### src/rtl/sid_reg_writer_if.sv
// Requester-side handshakes and synth register bus for sid_reg_writer.
// The master modport is the requester/bench side; slave is the writer itself.
interface sid_reg_writer_if;
    logic       req0_valid;
    logic [2:0] req0_addr;
    logic [1:0] req0_voice;
    logic [7:0] req0_data;
    logic       req0_ready;

    logic       req1_valid;
    logic [2:0] req1_addr;
    logic [1:0] req1_voice;
    logic [7:0] req1_data;
    logic       req1_ready;

    logic [7:0] bus_ctrl;
    logic [7:0] bus_data;
    logic       busy;
    logic       grant_id;
    logic       wr_done;

    modport master (
        output req0_valid, req0_addr, req0_voice, req0_data,
        output req1_valid, req1_addr, req1_voice, req1_data,
        input  req0_ready, req1_ready,
        input  bus_ctrl, bus_data, busy, grant_id, wr_done
    );

    modport slave (
        input  req0_valid, req0_addr, req0_voice, req0_data,
        input  req1_valid, req1_addr, req1_voice, req1_data,
        output req0_ready, req1_ready,
        output bus_ctrl, bus_data, busy, grant_id, wr_done
    );
endinterface

### src/rtl/sid_reg_writer.sv
// Two-requester round-robin arbiter that sequences SID register writes
// through setup / strobe / hold phases timed by a shared down-counter.
//
// state  | meaning
// IDLE   | waiting for a requester; grant and capture payload on acceptance
// SETUP  | address/voice/data driven, strobe low
// STROBE | strobe (bus_ctrl[7]) high
// HOLD   | strobe low, payload still driven; wr_done in the last cycle
module sid_reg_writer #(
    parameter int SETUP_CYC  = 1,
    parameter int STROBE_CYC = 2,
    parameter int HOLD_CYC   = 1
) (
    input  logic             clk,
    input  logic             rst,
    sid_reg_writer_if.slave  bus
);

    typedef enum logic [1:0] {IDLE, SETUP, STROBE, HOLD} state_e;

    localparam logic [3:0] SETUP_LD  = 4'(SETUP_CYC - 1);
    localparam logic [3:0] STROBE_LD = 4'(STROBE_CYC - 1);
    localparam logic [3:0] HOLD_LD   = 4'(HOLD_CYC - 1);

    state_e     state_q, state_d;
    logic [3:0] cnt_q, cnt_d;
    logic       ptr_q, ptr_d;
    logic       grant_q, grant_d;
    logic [2:0] addr_q, addr_d;
    logic [1:0] voice_q, voice_d;
    logic [7:0] data_q, data_d;
    logic       strobe_q, strobe_d;
    logic       wr_done_q, wr_done_d;

    logic       sel;
    logic       accept;

    always_ff @(posedge clk or posedge rst) begin
        if (rst) begin
            state_q   <= IDLE;
            cnt_q     <= 4'd0;
            ptr_q     <= 1'b0;
            grant_q   <= 1'b0;
            addr_q    <= 3'd0;
            voice_q   <= 2'd0;
            data_q    <= 8'd0;
            strobe_q  <= 1'b0;
            wr_done_q <= 1'b0;
        end else begin
            state_q   <= state_d;
            cnt_q     <= cnt_d;
            ptr_q     <= ptr_d;
            grant_q   <= grant_d;
            addr_q    <= addr_d;
            voice_q   <= voice_d;
            data_q    <= data_d;
            strobe_q  <= strobe_d;
            wr_done_q <= wr_done_d;
        end
    end

    always_comb begin
        // A lone valid requester wins regardless of the pointer.
        sel    = (bus.req0_valid && bus.req1_valid) ? ptr_q : bus.req1_valid;
        accept = (state_q == IDLE) && (bus.req0_valid || bus.req1_valid) && !rst;

        state_d = state_q;
        cnt_d   = cnt_q;
        ptr_d   = ptr_q;
        grant_d = grant_q;
        addr_d  = addr_q;
        voice_d = voice_q;
        data_d  = data_q;

        case (state_q)
            IDLE: begin
                if (accept) begin
                    state_d = SETUP;
                    cnt_d   = SETUP_LD;
                    ptr_d   = ~sel;
                    grant_d = sel;
                    addr_d  = sel ? bus.req1_addr  : bus.req0_addr;
                    voice_d = sel ? bus.req1_voice : bus.req0_voice;
                    data_d  = sel ? bus.req1_data  : bus.req0_data;
                end
            end
            SETUP: begin
                if (cnt_q == 4'd0) begin
                    state_d = STROBE;
                    cnt_d   = STROBE_LD;
                end else begin
                    cnt_d = cnt_q - 4'd1;
                end
            end
            STROBE: begin
                if (cnt_q == 4'd0) begin
                    state_d = HOLD;
                    cnt_d   = HOLD_LD;
                end else begin
                    cnt_d = cnt_q - 4'd1;
                end
            end
            HOLD: begin
                if (cnt_q == 4'd0) begin
                    state_d = IDLE;
                end else begin
                    cnt_d = cnt_q - 4'd1;
                end
            end
            default: begin
                state_d = IDLE;
                cnt_d   = 4'd0;
            end
        endcase

        // Strobe and done are registered a cycle ahead so the bus pins come straight from flops.
        strobe_d  = (state_d == STROBE);
        wr_done_d = (state_d == HOLD) && (cnt_d == 4'd0);
    end

    assign bus.req0_ready = accept && !sel;
    assign bus.req1_ready = accept && sel;
    assign bus.bus_ctrl   = {strobe_q, 2'b00, voice_q, addr_q};
    assign bus.bus_data   = data_q;
    assign bus.busy       = (state_q != IDLE);
    assign bus.grant_id   = grant_q;
    assign bus.wr_done    = wr_done_q;

endmodule

### src/flat_wrapper.sv
// flat-port wrapper written by rule: the top's interface ports become plain ports
module sid_reg_writer_flat 
#(
    parameter int SETUP_CYC  = 1,
    parameter int STROBE_CYC = 2,
    parameter int HOLD_CYC   = 1
)
  (clk, rst, bus_req0_valid, bus_req0_addr, bus_req0_voice, bus_req0_data, bus_req1_valid, bus_req1_addr, bus_req1_voice, bus_req1_data, bus_req0_ready, bus_req1_ready, bus_bus_ctrl, bus_bus_data, bus_busy, bus_grant_id, bus_wr_done);
  sid_reg_writer_if bus_i ();
  input  logic clk;
  input  logic rst;
  input wire logic [$bits(bus_i.req0_valid)-1:0] bus_req0_valid;
  input wire logic [$bits(bus_i.req0_addr)-1:0] bus_req0_addr;
  input wire logic [$bits(bus_i.req0_voice)-1:0] bus_req0_voice;
  input wire logic [$bits(bus_i.req0_data)-1:0] bus_req0_data;
  input wire logic [$bits(bus_i.req1_valid)-1:0] bus_req1_valid;
  input wire logic [$bits(bus_i.req1_addr)-1:0] bus_req1_addr;
  input wire logic [$bits(bus_i.req1_voice)-1:0] bus_req1_voice;
  input wire logic [$bits(bus_i.req1_data)-1:0] bus_req1_data;
  output wire logic [$bits(bus_i.req0_ready)-1:0] bus_req0_ready;
  output wire logic [$bits(bus_i.req1_ready)-1:0] bus_req1_ready;
  output wire logic [$bits(bus_i.bus_ctrl)-1:0] bus_bus_ctrl;
  output wire logic [$bits(bus_i.bus_data)-1:0] bus_bus_data;
  output wire logic [$bits(bus_i.busy)-1:0] bus_busy;
  output wire logic [$bits(bus_i.grant_id)-1:0] bus_grant_id;
  output wire logic [$bits(bus_i.wr_done)-1:0] bus_wr_done;
  assign bus_i.req0_valid = bus_req0_valid;
  assign bus_i.req0_addr = bus_req0_addr;
  assign bus_i.req0_voice = bus_req0_voice;
  assign bus_i.req0_data = bus_req0_data;
  assign bus_i.req1_valid = bus_req1_valid;
  assign bus_i.req1_addr = bus_req1_addr;
  assign bus_i.req1_voice = bus_req1_voice;
  assign bus_i.req1_data = bus_req1_data;
  assign bus_req0_ready = bus_i.req0_ready;
  assign bus_req1_ready = bus_i.req1_ready;
  assign bus_bus_ctrl = bus_i.bus_ctrl;
  assign bus_bus_data = bus_i.bus_data;
  assign bus_busy = bus_i.busy;
  assign bus_grant_id = bus_i.grant_id;
  assign bus_wr_done = bus_i.wr_done;
  sid_reg_writer #(.SETUP_CYC(SETUP_CYC), .STROBE_CYC(STROBE_CYC), .HOLD_CYC(HOLD_CYC)) u_core (.clk(clk), .rst(rst), .bus(bus_i));
endmodule
### config.mk
export PLATFORM = sky130hd
export DESIGN_NAME = sid_reg_writer_flat
export DESIGN_NICKNAME = d
export VERILOG_FILES = /design/src/rtl/sid_reg_writer_if.sv /design/src/rtl/sid_reg_writer.sv /design/src/flat_wrapper.sv
export SDC_FILE = /design/constraint.sdc
export NUM_CORES = 1
export LEC_CHECK = 0
export BUFFER_PORTS_ARGS = -buffer_cell sky130_fd_sc_hd__buf_2
export CAP_MARGIN = 10
export CORE_ASPECT_RATIO = 0.75
export CORE_UTILIZATION = 40
export DETAILED_ROUTE_END_ITERATION = 16
export PLACE_DENSITY_LB_ADDON = 0.08
export SKIP_CTS_REPAIR_TIMING = 1
export SYNTH_ARGS = -nofsm -noshare
export SYNTH_HDL_FRONTEND = slang
export SYNTH_SLANG_ARGS = --single-unit
### constraint.sdc
create_clock -name clk -period 2.5 [get_ports clk]
set_input_delay 0.5 -clock clk [delete_from_list [all_inputs] [get_ports clk]]
set_output_delay 0.5 -clock clk [all_outputs]
set_load 0.01 [all_outputs]
---- After elaboration in Yosys (flattened, before gate mapping) ----
Index checks and enable logic that the tools add are counted.
Widths: inputs -> output; s select.
word-level totals
  logic and storage cells ................. 44
  flip-flop bits (word level) ............. 23
cells by class
  equality and inequality tests ........... 5
  reductions and logical operators ........ 14
  add/sub/neg operators ................... 1
  bitwise logic cells ..................... 1
  multiplexer cells ....................... 14
operators with widths
  kind                 count
  $mux 4               4
  $pmux 4 s4           1
  $mux 2               5
  $eq 2x2->1 const B   4
  $logic_not 4->1      2
  $mux 8               1
  $pmux 2 s4           1
  $logic_and 1x1->1    6
  $sub 4x1->4 const B  1
  $mux 3               1
  $eq 2x1->1 const B   1
  $logic_not 1->1      2
  $logic_not 2->1      1
  $reduce_and 2->1     1
  $reduce_bool 2->1    1
  $logic_or 1x1->1     1
  $mux 1               1
  $not 1->1            1

---- Depth between registers and ports, before layout ----
Gate-level depths: netlist of run 1.
  depth after elaboration ................. 7
  mapped depth ............................ 8

---- Least setup slack after synthesis of run 1 ----
OpenSTA, ideal clock, no wires.
  kind .................................... reg2reg
  from .................................... reg u_core.cnt_q[0]
  to ...................................... reg u_core.wr_done_q, in the netlist u_core.bus.wr_done
  period minus slack after synthesis ...... 1.928 ns
  arrival time ............................ 1.801 ns
  cell stages (with the launch flop) ...... 9
  data required time ...................... 2.372 ns
  setup slack ............................. 0.572 ns
  path through ............................ dfrtp_1 > inv_1 > ha_1 > nor3b_2 > inv_1 > ha_1 > and3_2 > a32oi_1 > nor4_2
between the ends
  word-level cells in the longest chain between the ends .. 5
  elaborated cells on any way between the ends .. 14
  classes of those cells .................. add/sub: 1; eq/ne: 1; mux: 9; reduce/logical: 3
ends and longest elaborated chain
  element                                         RTL line               RTL
  start, declared                                 sid_reg_writer.sv:26   logic [3:0] cnt_q, cnt_d;
  start signal, assigned                          sid_reg_writer.sv:51   cnt_q <= cnt_d;
  $sub 4x1->4 or $logic_not 4->1 (tied branches)  n/a
  $mux 4, or another cell as far along            sid_reg_writer.sv:104  if (cnt_q == 4'd0) begin
  $pmux 4 s4 or $pmux 2 s4 (tied branches)        sid_reg_writer.sv:75   case (state_q)
  $logic_not 4->1 or $eq 2x2->1 (tied branches)   sid_reg_writer.sv:118  wr_done_d = (state_d == HOLD) && (cnt_d == 4'd0);
  $logic_and 1x1->1 *                             sid_reg_writer.sv:118
  net u_core.wr_done_d                            sid_reg_writer.sv:33   logic wr_done_q, wr_done_d;
  end signal, assigned                            sid_reg_writer.sv:58   wr_done_q <= wr_done_d;
  end, declared                                   sid_reg_writer.sv:33
Mark *: on every way through the listed nets, which the timed path passes. The rest lies on a longest branch.
A chain may end at the register's enable or synchronous reset.

---- Final worst setup path of run 1 ----
  from .................................... reg u_core.ptr_q
  to ...................................... out bus_req1_ready
between the ends
  word-level cells in the longest chain between the ends .. 2
ends and longest elaborated chain
  element                 RTL line               RTL
  start, declared         sid_reg_writer.sv:27   logic ptr_q, ptr_d;
  start signal, assigned  sid_reg_writer.sv:52   ptr_q <= ptr_d;
  $mux 1                  sid_reg_writer.sv:64   sel = (bus.req0_valid && bus.req1_valid) ? ptr_q : bus.req1_valid;
  $logic_and 1x1->1       sid_reg_writer.sv:122  assign bus.req1_ready = accept && sel;
  end, declared           flat_wrapper.sv:21     output wire logic [$bits(bus_i.req1_ready)-1:0] bus_req1_ready;
No other way between the ends.

==> results of run 1 <==
worst min-delay path by stage:
stage,from,to,slack (ns),depth (start not counted)
2_1_floorplan,rst,u_core.addr_q[0],0.50,1
3_3_place_gp,u_core.bus.grant_id,u_core.bus.grant_id,0.48,1
3_5_place_dp,u_core.bus.grant_id,u_core.bus.grant_id,0.49,1
4_1_cts,rst,u_core.bus.bus_data[3],0.31,2
5_1_grt,rst,u_core.bus.bus_data[6],0.35,2
6_report,rst,u_core.bus.bus_data[6],0.31,2
cell families (layout without fill, tap and decap cells):
family / count (synthesis) / count (layout)
and+or+nand+nor: 21 / 21
buffers and inverters: 23 / 63
DFF: 23 / 23
xor gates and xnor gates: 2 / 2
adders and majority gates: 3 / 3
other: 1 / 2
AOI/OAI and AO/OA: 69 / 69
muxes: 3 / 3
worst max-delay path: stages (launching register included):
cell and delay, ns:
dfrtp_1 0.64, and2b_1 0.39, nor4_1 0.31, buf_2 0.20
power by group:
| part | switching, mW | leakage, nW | internal (mW) |
|---|---|---|---|
| clock network | 0.109 | 0.0228 | 0.113 |
| registers | 0.198 | 0.269 | 0.554 |
| logic | 0.495 | 0.436 | 0.432 |
| total | 0.802 | 0.728 | 1.10 |
cell type report:
class                   instances  area (um^2)
clock buffers                   4         45.0
repair buffers                 51          263
flip-flops and latches         23          576
multi-input cells             100          687
fillers                       320         1640
well taps                      40         50.0
inverters                       8         30.0
cells in the final DEF (no fill, tap or decap), drive strengths merged, types with 2 or more instances in the layout:
cell type,n
a31oi,13
ha,3
dfrtp,23
o211ai,13
nor3b,3
o21ai,14
a22o,2
inv,8
xnor2,2
nand2,2
buf,51
o22ai,3
conb,2
o21bai,4
clkbuf,4
mux2,2
nor3,2
nor4,2
nor2,5
a21oi,15
through the flow:
step                cell area [um^2]  worst slack (ns)
global route                    1650            0.0528
finish                          1650             0.195
CTS                             1650             0.223
global placement                1610             0.394
floorplan                       1390             0.572
detailed placement              1610             0.354
per-layer routing:
metal / track usage (%) / vias up / wire [um]
li1: - / 617 / -
met1: 29.4 / 627 / 1680
met2: 31.1 / 56 / 1570
met3: 4.95 / 2 / 282
met4: 4.00 / 0 / 18
met5: 0 / - / 0
registers in the layout, indices dropped and copies added, names as in the netlist:
register             flops
u_core.bus.bus_data      8
u_core.cnt_q             4
u_core.addr_q            3
u_core.state_q           2
u_core.voice_q           2
u_core.bus.grant_id      1
u_core.bus.wr_done       1
u_core.ptr_q             1
u_core.strobe_q          1
==> impl_metrics.env, run 1 <==
export IMPL_grt_overflow_total=0
export IMPL_synth_area_per_cell_um2=9.54
export IMPL_synth_warnings=0
export IMPL_drt_pass1_iterations=4
export IMPL_reg2reg_from="u_core.cnt_q[0]"
export IMPL_design_core_area_mm2=0.00329
export IMPL_cts_tree="done"
export IMPL_clk_path_buf_depth=2
export IMPL_initial_core_util_pct=42.1
export IMPL_htreeDepth=1
export IMPL_synth_most_common_cell="dfrtp_1"
export IMPL_worstSetupPathType="flop to primary output"
export IMPL_synthMuxAreaShare_pct=2.35
export IMPL_fin_nets=220
export IMPL_root_buffer="clkbuf_8"
export IMPL_reg2reg_to="u_core.bus.wr_done"
export IMPL_grt_use_total_pct=20.4
export IMPL_crit_required_ns=2.00
export IMPL_cp_startpoint="u_core.ptr_q"
export IMPL_path_clk_slew_ns=0.08
export IMPL_finalSetupViolations=0
export IMPL_synth_cell_area_mm2=0.00138
export IMPL_rows=18
export IMPL_min_path_type="primary input to asynchronous set/reset pin"
export IMPL_peakVddDrop_mv=0.635
export IMPL_endpoint="bus_req1_ready"
export IMPL_dieArea_mm2=0.00370
export IMPL_ys_flop_type="dfrtp_1"
export IMPL_worst_pin_slew_ns=0.582
export IMPL_start_kind="flop"
export IMPL_grt_pass1_vias=1166
export IMPL_timing_fmax_mhz=434
export IMPL_cts_sinks=23
export IMPL_crit_fanout=15
export IMPL_grt_pass1_wl_mm=5.76
export IMPL_area_growth_pct=19.3
export IMPL_synth_simple_area_share_pct=10.9
export IMPL_final_max_slew_violation_count=0
export IMPL_synth_edf_count=0
export IMPL_fin_crit_sh_pct=92.2
export IMPL_die_w_um=69.9
export IMPL_drtAntennaViolNets=0
export IMPL_portBuffers=48
export IMPL_synth_commonest_cells="dfrtp_1 (23), a21oi_1 (15), o21ai_0 (14)"
export IMPL_synth_distinct_cells=44
export IMPL_whs_ns=0.307
export IMPL_power_total_mw=1.90
export IMPL_clk_latency_ns=0.26
export IMPL_synth_compound_area_share_pct=31.8
export IMPL_synth_seq_area_share_pct=41.6
export IMPL_finalCoreUtilization_pct=50.2
export IMPL_globalplace_congestion=0.793
export IMPL_max_cap_violations=0
export IMPL_fin_skew_ns=0.00261
export IMPL_outcome="finished clean"
export IMPL_synth_top_area_share_pct=41.6
export IMPL_synth_area_top_cells="dfrtp_1 (42%), o211ai_1 (7.1%), a31oi_1 (5.9%)"
export IMPL_ios=51
export IMPL_via_per_inst=5.76
export IMPL_drc=0
export IMPL_setup_tns_ns=0
export IMPL_synthAdderAreaFrac_pct=2.71
export IMPL_drt_iter0_markers=40
export IMPL_avgRoutedWirePerCell_um=15.7
export IMPL_finalCriticalPeriod_ns=2.30
export IMPL_worstSetupEndpointType="primary output"
export IMPL_synth_xor_area_share_pct=1.27
export IMPL_grt_max_degree=19
export IMPL_drive_gt1_share_pct=35.5
export IMPL_r2r_slack_ns=0.35
export IMPL_n_antenna_cell=0
export IMPL_hold_viol_final=0
export IMPL_cp_arrival_ns=1.80
export IMPL_final_cells=226
export IMPL_powerDensity_mw_per_mm2=1150
export IMPL_rsz0062_at_grt="false"
export IMPL_syn_inst=145
export IMPL_relSlewSlack_pct=61.1
export IMPL_synthArstFlopShare_pct=100
export IMPL_antenna_found_initial=0
export IMPL_die_h_um=52.9
export IMPL_ff2ff_path_depth=8
export IMPL_dp_hpwl_mm=2.57
export IMPL_synth_top_family_by_area="compound AO/OA/AOI/OAI gates"
export IMPL_dr_total_vias=1302
export IMPL_numCtsBuffers=3
export IMPL_yosys_register_bits=23
export IMPL_wl_mm=3.55
export IMPL_synth_area_leader_cell="dfrtp_1"
export IMPL_p_leak_nw=0.728
export IMPL_dp_cells=222
Note: power is estimated with default switching activity, not from simulation.
==> inputs of run 2 (changes only) <==
--- a/config.mk
+++ b/config.mk
@@ -10,6 +10,7 @@
 export CORE_ASPECT_RATIO = 0.75
 export CORE_UTILIZATION = 40
 export DETAILED_ROUTE_END_ITERATION = 16
+export GPL_TIMING_DRIVEN = 0
 export PLACE_DENSITY_LB_ADDON = 0.08
 export SKIP_CTS_REPAIR_TIMING = 1
 export SYNTH_ARGS = -nofsm -noshare
==> impl_metrics.env, run 2 (same netlist as run 1, synthesis figures left out) <==
export IMPL_mostFrequentLayoutCells="buf_2 (48), dfrtp_1 (23), a21oi_1 (15), o21ai_0 (14)"
export IMPL_grt_pass1_wl_mm=5.87
export IMPL_r2r_slack_ns=0.35
export IMPL_min_path_type="primary input to asynchronous set/reset pin"
export IMPL_path_clk_slew_ns=0.08
export IMPL_pre_cts_ws_ns=0.372
export IMPL_drt_pass1_iterations=4
export IMPL_met3_usage_pct=4.76
export IMPL_gr_max_usage_layer="met2"
export IMPL_design_area_mm2=0.00172
export IMPL_powerDensity_mw_per_mm2=1140
export IMPL_dieArea_mm2=0.00370
export IMPL_fin_skew_ns=0.00771
export IMPL_die_h_um=52.9
export IMPL_cpPeakStageDelay_ns=0.44
export IMPL_cts_tree="done"
export IMPL_finalCriticalPeriod_ns=2.17
export IMPL_worst_pin_slew_ns=0.861
export IMPL_final_max_slew_violation_count=0
export IMPL_drtAntennaViolNets=0
export IMPL_dp_hpwl_mm=2.60
export IMPL_crit_required_ns=2.00
export IMPL_multiInputGateArea_um2=687
export IMPL_fin_crit_sh_pct=86.7
export IMPL_worstSetupPathType="flop to primary output"
export IMPL_placed_cell_area_mm2=0.00167
export IMPL_wl_mm=3.51
export IMPL_setup_tns_ns=0
export IMPL_gr_usage_met2_pct=33.0
export IMPL_largest_reg_flops=8
export IMPL_drt_iter0_markers=48
export IMPL_final_setup_worst_slack_ns=0.333
export IMPL_clk_latency_ns=0.26
export IMPL_portBuffers=47
export IMPL_root_buffer="clkbuf_8"
export IMPL_crit_chain="nor2_2 > inv_2 > nor4_1 > buf_2"
export IMPL_peakVddDrop_mv=0.448
export IMPL_grt_overflow_total=0
export IMPL_p_leak_nw=0.764
export IMPL_slowest_stage="dfrtp_1"
export IMPL_via_per_inst=5.59
export IMPL_rows=18
export IMPL_finalSetupViolations=0
export IMPL_worstSetupEndpointType="primary output"
export IMPL_crit_fanout=7
export IMPL_max_cap_violations=0
export IMPL_grt_pass1_vias=1261
export IMPL_drive_gt1_share_pct=36.0
export IMPL_ios=51
export IMPL_reg2reg_from="u_core.cnt_q[0]"
export IMPL_cts_sinks=23
export IMPL_design_core_area_mm2=0.00329
export IMPL_dr_total_vias=1326
export IMPL_globalplace_congestion=0.856
export IMPL_start_kind="flop"
export IMPL_area_growth_pct=24.1
export IMPL_ff2ff_path_depth=8
export IMPL_n_antenna_cell=0
export IMPL_grt_use_met1_pct=28.8
export IMPL_reg2reg_to="u_core.bus.wr_done"
export IMPL_outcome="finished clean"
export IMPL_grt_max_degree=24
export IMPL_htreeDepth=1
export IMPL_avgRoutedWirePerCell_um=14.8
export IMPL_seq_area_um2=576
export IMPL_antenna_found_initial=0
export IMPL_grt_use_total_pct=20.5
export IMPL_whs_ns=0.439
export IMPL_final_common_cell="buf_2"
export IMPL_rsz0062_at_grt="false"
export IMPL_numCtsBuffers=3
export IMPL_clk_path_buf_depth=2
export IMPL_die_w_um=69.9
export IMPL_cpLargestDelayFamily="simple AND/OR/NAND/NOR gates"
export IMPL_hold_viol_final=0
export IMPL_cp_arrival_ns=1.67
export IMPL_timing_fmax_mhz=462
export IMPL_fin_nets=231
export IMPL_drc=0
export IMPL_fillerInstances=321
export IMPL_cp_num_buf_inv=2
export IMPL_initial_core_util_pct=42.1
export IMPL_relSlewSlack_pct=42.6
run 2: cell types whose count changed in the layout (fill, tap and decap cells not counted), sizes merged:
| cell | delta |
|---|---|
| buf | +3 |
| clkbuf | +8 |
run 2: worst max path at each step:
| stage | from | to | slack [ns] | depth (start not counted) |
|---|---|---|---|---|
| after floorplan | u_core.cnt_q[0] | u_core.bus.wr_done | 0.57 | 8 |
| after global placement | u_core.cnt_q[0] | u_core.bus.wr_done | 0.38 | 8 |
| after detailed placement | u_core.cnt_q[0] | u_core.bus.wr_done | 0.37 | 8 |
| after CTS | u_core.state_q[1] | bus_req1_ready | 0.29 | 4 |
| after global routing | u_core.cnt_q[0] | u_core.bus.wr_done | 0.19 | 8 |
| final | u_core.state_q[1] | bus_req1_ready | 0.33 | 4 |
run 2: worst reg2reg max path, stage by stage, from the launching register on:
cell and delay, ns:
dfrtp_1 0.42, inv_1 0.10, ha_1 0.24, nor3b_2 0.39, inv_1 0.12, ha_1 0.32
and3_2 0.22, a32oi_1 0.18, nor4_2 0.07
run 2: final cells by class:
class | instances | share of cell area [%]
Buffer | 15 | 5.54
Clock buffer | 4 | 2.62
Inverter | 8 | 1.75
Multi-Input combinational cell | 100 | 40.0
Sequential cell | 23 | 33.5
Tap cell | 40 | 2.91
Timing Repair Buffer | 47 | 13.7
run 2: metal layers:
metal | vias up | share of wire, %
met5 | - | 0
met4 | 0 | 0.26
met3 | 2 | 7.8
met2 | 50 | 46
met1 | 633 | 46
li1 | 641 | -
run 2: through the flow:
stage | cells | total power [mW] | util [%]
final | 237 | 1.96 | 52.2
after global routing | 237 | 2.12 | 52.2
after CTS | 237 | 1.97 | 52.2
after detailed placement | 233 | 1.73 | 50.9
after global placement | 233 | 1.70 | 50.9
after floorplan | 146 | 1.41 | -
run 2: report_power, final:
part           leakage, nW  switching [mW]  internal [mW]
Combinational        0.472           0.572          0.471
Sequential           0.269           0.132          0.555
Clock               0.0228           0.115          0.114
